===== src/rtl/rr_arb_if.sv =====
// ============================================================================
//  Module      : rr_arb_if
//  Description : Request/grant bundle between requesters and the rr_arb arbiter.
//  Revision    : 1.0 - initial release
// ============================================================================
`default_nettype none

interface rr_arb_if #(
    parameter int N = 5
);
    logic [N-1:0] req;
    logic [N-1:0] grant;
    logic         grant_valid;
    logic [2:0]   grant_id;

    modport master (
        output req,
        input  grant,
        input  grant_valid,
        input  grant_id
    );

    modport slave (
        input  req,
        output grant,
        output grant_valid,
        output grant_id
    );
endinterface

`default_nettype wire


===== src/rtl/rr_arb.sv =====
// ============================================================================
//  Module      : rr_arb
//  Description : Registered 5-way round-robin arbiter with held grants.
//                Define RR_ARB_QUANTUM_EN to compile in the hold quantum.
//  Revision    : 1.0 - initial release
// ============================================================================
`default_nettype none

module rr_arb #(
    parameter int N       = 5,
    parameter int QUANTUM = 4
) (
    input  wire     clk,
    input  wire     rst,
    rr_arb_if.slave bus
);

    localparam logic [0:0] c_IDLE = 1'b0;
    localparam logic [0:0] c_HOLD = 1'b1;
    localparam logic [2:0] c_PTR_RST = 3'd4;

    if (N != 5) begin : g_bad_n
        $error("rr_arb supports N == 5 only");
    end
    if (QUANTUM < 1 || QUANTUM > 15) begin : g_bad_quantum
        $error("rr_arb QUANTUM must be in 1..15");
    end

    logic [0:0]   r_state;
    logic [N-1:0] r_grant;
    logic         r_grant_valid;
    logic [2:0]   r_grant_id;
    logic [2:0]   r_ptr;

    logic         w_found;
    logic [2:0]   w_win;
    logic         w_hold_req;
    logic         w_others;
    logic         w_expired;
    logic         w_rearb;

    // Walk downward from ptr, wrapping 0 -> N-1; the first set request wins.
    always_comb begin
        int k;
        w_found = 1'b0;
        w_win   = 3'd0;
        k       = 0;
        for (int i = 0; i < N; i++) begin
            k = int'(r_ptr) - i;
            if (k < 0) begin
                k = k + N;
            end
            if (!w_found && bus.req[k]) begin
                w_found = 1'b1;
                w_win   = 3'(k);
            end
        end
    end

    assign w_hold_req = |(bus.req & r_grant);
    assign w_others   = |(bus.req & ~r_grant);

`ifdef RR_ARB_QUANTUM_EN
    logic [3:0] r_cnt;

    assign w_expired = (r_state == c_HOLD) && (r_cnt == 4'(QUANTUM - 1));

    always_ff @(posedge clk) begin
        if (rst) begin
            r_cnt <= 4'd0;
        end else if (w_rearb || w_expired) begin
            r_cnt <= 4'd0;
        end else begin
            r_cnt <= r_cnt + 4'd1;
        end
    end
`else
    assign w_expired = 1'b0;
`endif

    // After expiry the holder sits last in the search order, so any other
    // pending requester takes over; a lone holder simply keeps the grant.
    assign w_rearb = (r_state == c_IDLE) || !w_hold_req || (w_expired && w_others);

    always_ff @(posedge clk) begin
        if (rst) begin
            r_state       <= c_IDLE;
            r_grant       <= '0;
            r_grant_valid <= 1'b0;
            r_grant_id    <= 3'd0;
            r_ptr         <= c_PTR_RST;
        end else if (w_rearb) begin
            if (w_found) begin
                r_state       <= c_HOLD;
                r_grant       <= N'(1) << w_win;
                r_grant_valid <= 1'b1;
                r_grant_id    <= w_win;
                r_ptr         <= (w_win == 3'd0) ? 3'(N - 1) : w_win - 3'd1;
            end else begin
                r_state       <= c_IDLE;
                r_grant       <= '0;
                r_grant_valid <= 1'b0;
                r_grant_id    <= 3'd0;
            end
        end
    end

    assign bus.grant       = r_grant;
    assign bus.grant_valid = r_grant_valid;
    assign bus.grant_id    = r_grant_id;

endmodule

`default_nettype wire


===== src/flat_wrapper.sv =====
// flat-port wrapper written by rule: the top's interface ports become plain ports
module rr_arb_flat 
#(
    parameter int N       = 5,
    parameter int QUANTUM = 4
)
  (clk, rst, bus_req, bus_grant, bus_grant_valid, bus_grant_id);
  rr_arb_if #(.N(N)) bus_i ();
  input  wire clk;
  input  wire rst;
  input wire logic [$bits(bus_i.req)-1:0] bus_req;
  output wire logic [$bits(bus_i.grant)-1:0] bus_grant;
  output wire logic [$bits(bus_i.grant_valid)-1:0] bus_grant_valid;
  output wire logic [$bits(bus_i.grant_id)-1:0] bus_grant_id;
  assign bus_i.req = bus_req;
  assign bus_grant = bus_i.grant;
  assign bus_grant_valid = bus_i.grant_valid;
  assign bus_grant_id = bus_i.grant_id;
  rr_arb #(.N(N), .QUANTUM(QUANTUM)) u_core (.clk(clk), .rst(rst), .bus(bus_i));
endmodule

===== config.mk =====
export PLATFORM = sky130hd
export DESIGN_NAME = rr_arb_flat
export DESIGN_NICKNAME = d
export VERILOG_FILES = /design/src/rtl/rr_arb_if.sv /design/src/rtl/rr_arb.sv /design/src/flat_wrapper.sv
export SDC_FILE = /design/constraint.sdc
export NUM_CORES = 1
export LEC_CHECK = 0
export ABC_CLOCK_PERIOD_IN_PS = 3380
export CAP_MARGIN = 0
export CORE_MARGIN = 10
export CORE_UTILIZATION = 56
export CTS_CLUSTER_DIAMETER = 30
export DETAILED_ROUTE_END_ITERATION = 8
export PLACE_DENSITY_LB_ADDON = 0.15
export SKIP_CTS_REPAIR_TIMING = 1
export SLEW_MARGIN = 5
export SYNTH_ARGS = -nofsm -noshare
export SYNTH_HDL_FRONTEND = slang
export SYNTH_SLANG_ARGS = --single-unit
export TNS_END_PERCENT = 10

===== constraint.sdc =====
create_clock -name clk -period 3.38 [get_ports clk]
set_input_delay 0.845 -clock clk [delete_from_list [all_inputs] [get_ports clk]]
set_output_delay 0.845 -clock clk [all_outputs]
set_load 0.02 [all_outputs]

==> results list <==
- At the later pin of the worst-skew pair, clock insertion delay measures 0.28 ns.
- Routability congestion estimate: 0.888
- The signal on the critical path passes through inv_1 -> ha_2 -> mux2i_1 -> o2bb2ai_2 -> nor4b_4 -> or2_4 -> o211ai_1 -> a21o_1 -> or4_4 -> a21oi_2.
- Num Clock Sinks: 12
* Antenna cell count: 0
- For the pin with the worst max-slew slack, the measured transition is 0.521 ns.
* R2r setup slk: 0.22 ns
* Levels on crit path: 10
- The biggest area contributor in the post-synthesis netlist is sky130_fd_sc_hd__dfxtp_1.
- The via count of the first global-routing pass was 1341.
* Startpoint of the worst register-to-register path: u_core.r_ptr[1]$_SDFFE_PP0P_
- STA classifies the critical path endpoint as a register.
- In this run the remaining antenna-violating nets after routing total 0.
- Top-area cell type share of the netlist area: 17.8%
- Clk buf depth: 2
- TritonCTS created 3 clock buffers.
- Detailed-route DRC error count: 0
- The initial antenna violation count came to 0.
- Largest voltage drop on the vdd net: 0.000854 V
- In this design, the stage delay of the slowest critical-path cell is 0.53 ns.
- In this run, synthesis produced a sequential element count of 12.
- F_max: 0.317 GHz
- The pre-antenna-repair detailed-routing pass consisted of 4 iterations.
* Commonest cells after routing, fill and taps aside: sky130_fd_sc_hd__nand2_1 (21), sky130_fd_sc_hd__clkdlybuf4s50_1 (15), sky130_fd_sc_hd__buf_4 (13), sky130_fd_sc_hd__dfxtp_1 (12), sky130_fd_sc_hd__a21oi_1 (11)
* Post-Synthesis Mean Instance Area: 8.32 um2
- STA classifies the critical path startpoint as a register.
- Post-Route Skew: 0.0106 ns
- Measured against its own limit, the worst slew margin works out to 65.0%.
* Number of standard cells after synthesis: 162
- The flow ran to the end, and the final reports show no timing, DRC or antenna violations.
* Global Route Usage Sum: 14.4%
- The floorplan has 17 rows.
- Global-route wire length before repair: 6040 um
- Summed over all cells, the static leakage comes to 0.642 nW.
- Share of the yosys chip area belonging to registers: 17.8%
- Launch point of the worst path: u_core.r_ptr[1]$_SDFFE_PP0P_
* Total via count after detailed routing: 1355
* Crit path required time: 3.58 ns
- DP Wirelength: 2880 um
- Post-layout instance count excluding filler cells: 213
- For this run, the leading register cell type out of synthesis is sky130_fd_sc_hd__dfxtp_1.
- Count of input and output buffers: 15
* Slowest library cell on the worst path: sky130_fd_sc_hd__ha_2
- Post-CTS clock slew at the launch and capture registers of the worst setup and hold paths: 0.09 ns
- Entering global routing, the biggest net connects 21 pins.
- Final setup TNS: 0 ns
- MaxCap Viol Count: 0
* Share of post-route cells with drive strength above 1: 17.8%
* Number of fillers in the final layout: 180
* Top delay family on crit path: simple AND/OR/NAND/NOR gates
- The first routing iteration left 116 violations.
- Setup violations remaining at the end of the flow were counted as 0.
- Hold Path Class: register to register
- Die Span X: 69.1 um
- Most common cell after layout, fill and taps aside: sky130_fd_sc_hd__nand2_1
* Yosys warning count: 0
- For this run, asynchronously set or reset flops after synthesis account for 0%.
- Post-synth cell types: 56
* Total Routed Length: 3660 um
- The multi-input combinational cells in the finished layout cover a total of 0.00105 mm2.
- Counting tap cells, the placed design contains a total of 209 instances.
* GRT Residual Overflow: 0
- Final-stage net count: 203
* Core outline area: 0.00225 mm2
- Using the TritonRoute via totals, the vias-per-cell ratio works out to 6.36.
- Area of the mapped netlist: 0.00135 mm2
* Reg-to-reg endpoint: u_core.bus.grant[0]$_SDFFE_PP0N_
* Min cycle time layout: 3.16 ns
- The critical path is of the register to register type.
* Area added between synthesis and finish: 20.5%
- H-tree lvl count: 1
* Leading post-synthesis cells by cell area: sky130_fd_sc_hd__dfxtp_1 (18%), sky130_fd_sc_hd__ha_1 (9.3%), sky130_fd_sc_hd__mux2i_1 (6.7%)
- Net count after synthesis: 179
* Final routed wire length divided by cell count: 17.2 um
* Fraction of the cycle the final worst path needs: 93.4%
* Hold violation count in the final report: 0
* Bufs and invs on worst path: 1
- The cell sitting at the root of the clock tree is a sky130_fd_sc_hd__clkbuf_4.
- TritonCTS built the clock tree.
* Number of max-slew violations in the final report: 0
- Total chip power: 1.87 mW
* Unrepaired setup endpoints after global routing: false
- In this run the vertical extent of the chip is 69.1 um.
- The most critical setup path has its endpoint at u_core.bus.grant[0]$_SDFFE_PP0N_.
- For the worst setup path, the data arrival time is 3.36 ns.
- In this run, synthesis inferred 0 flip-flops with an integrated enable.
* Sequential cell area in the final layout: 240 um2
* Floorplan die area: 0.00477 mm2
- Length in cells of the worst reg-to-reg path: 10
- Power per cell area: 1150 mW/mm2
- Top Ports: 16
- Of all nets on the critical path, the largest fanout is 10.
- For this configuration, the core starts out at a cell density of 59.8%.
==> cells in the mapped netlist (3+ instances only) <==
| cell | n |
|---|---|
| sky130_fd_sc_hd__a21oi_1 | 11 |
| sky130_fd_sc_hd__clkbuf_1 | 3 |
| sky130_fd_sc_hd__nor3_1 | 5 |
| sky130_fd_sc_hd__a21oi_2 | 3 |
| sky130_fd_sc_hd__ha_1 | 10 |
| sky130_fd_sc_hd__xnor2_1 | 6 |
| sky130_fd_sc_hd__a211oi_1 | 4 |
| sky130_fd_sc_hd__nor2b_1 | 4 |
| sky130_fd_sc_hd__nand2b_1 | 6 |
| sky130_fd_sc_hd__inv_1 | 4 |
| sky130_fd_sc_hd__nand2_1 | 21 |
| sky130_fd_sc_hd__o21ai_1 | 3 |
| sky130_fd_sc_hd__dfxtp_1 | 12 |
| sky130_fd_sc_hd__nor2_1 | 4 |
| sky130_fd_sc_hd__mux2i_1 | 9 |
| sky130_fd_sc_hd__buf_2 | 3 |
==> through the flow <==
stage               hold WS (ns)  instance area (um2)  util (%)  worst slack, ns
finish                     0.459                 1620      72.0            0.222
global route               0.491                 1620      72.0           0.0538
CTS                        0.460                 1610      71.6            0.223
detailed placement         0.448                 1580      70.0          0.00245
global placement           0.442                 1580      70.0           0.0369
floorplan                  0.535                 1350         -            0.288
==> area by class of cell <==
cell class              count  area share, %
well taps                  28           2.16
inverters                   4          0.924
multi-input cells         137           64.6
flip-flops and latches     12           14.8
repair buffers             28           15.3
clock buffers               4           2.23
==> per-layer routing <==
metal | GRT usage [%] | vias up | share of wire [%]
met1 | 18.1 | 636 | 46
met5 | 0 | - | 0
li1 | - | 660 | -
met3 | 3.71 | 12 | 6.1
met2 | 22.9 | 47 | 46
met4 | 5.32 | 0 | 2.4
==> flip-flops by register name, indices dropped and copies added (netlist names) <==
register             cells
u_core.bus.grant         5
u_core.r_state           1
u_core.bus.grant_id      3
u_core.r_ptr             3
==> report_power, final <==
group / switching [mW] / internal [mW]
clock network: 0.0527 / 0.0655
logic: 0.862 / 0.670
registers: 0.0284 / 0.193
total: 0.943 / 0.929
==> kinds of logic (layout without fill, tap and decap cells) <==
kind of cell	Yosys count	count (layout)	synth area share (%)
buffers and inverters	13	36	5.01
multiplexers	13	13	10.6
AND/OR/NAND/NOR	58	58	25.3
AO/OA/AOI/OAI	50	50	28.1
adder cells (fa/ha/maj)	10	10	9.29
XOR/XNOR	6	6	3.90
flip-flops	12	12	17.8
==> worst min-delay path by stage <==
stage	from	end	slack, ns	depth (start not counted)
floorplan	u_core.bus.grant_id[0]$_SDFFE_PP0N_	u_core.bus.grant_id[0]$_SDFFE_PP0N_	0.53	2
global placement	u_core.bus.grant_id[1]$_SDFFE_PP0N_	u_core.bus.grant_id[1]$_SDFFE_PP0N_	0.44	2
detailed placement	u_core.bus.grant_id[2]$_SDFFE_PP0N_	u_core.bus.grant_id[2]$_SDFFE_PP0N_	0.45	2
CTS	u_core.bus.grant_id[2]$_SDFFE_PP0N_	u_core.bus.grant_id[2]$_SDFFE_PP0N_	0.46	2
global route	u_core.bus.grant_id[2]$_SDFFE_PP0N_	u_core.bus.grant_id[2]$_SDFFE_PP0N_	0.49	2
finish	u_core.bus.grant_id[2]$_SDFFE_PP0N_	u_core.bus.grant_id[2]$_SDFFE_PP0N_	0.46	2
==> tightest hold or removal path, cell delays in order, from the launching register on <==
cell	delay, ns
sky130_fd_sc_hd__dfxtp_1	0.32
sky130_fd_sc_hd__nand2_1	0.05
sky130_fd_sc_hd__a21oi_1	0.05
Power figures use the tool's default switching activity.
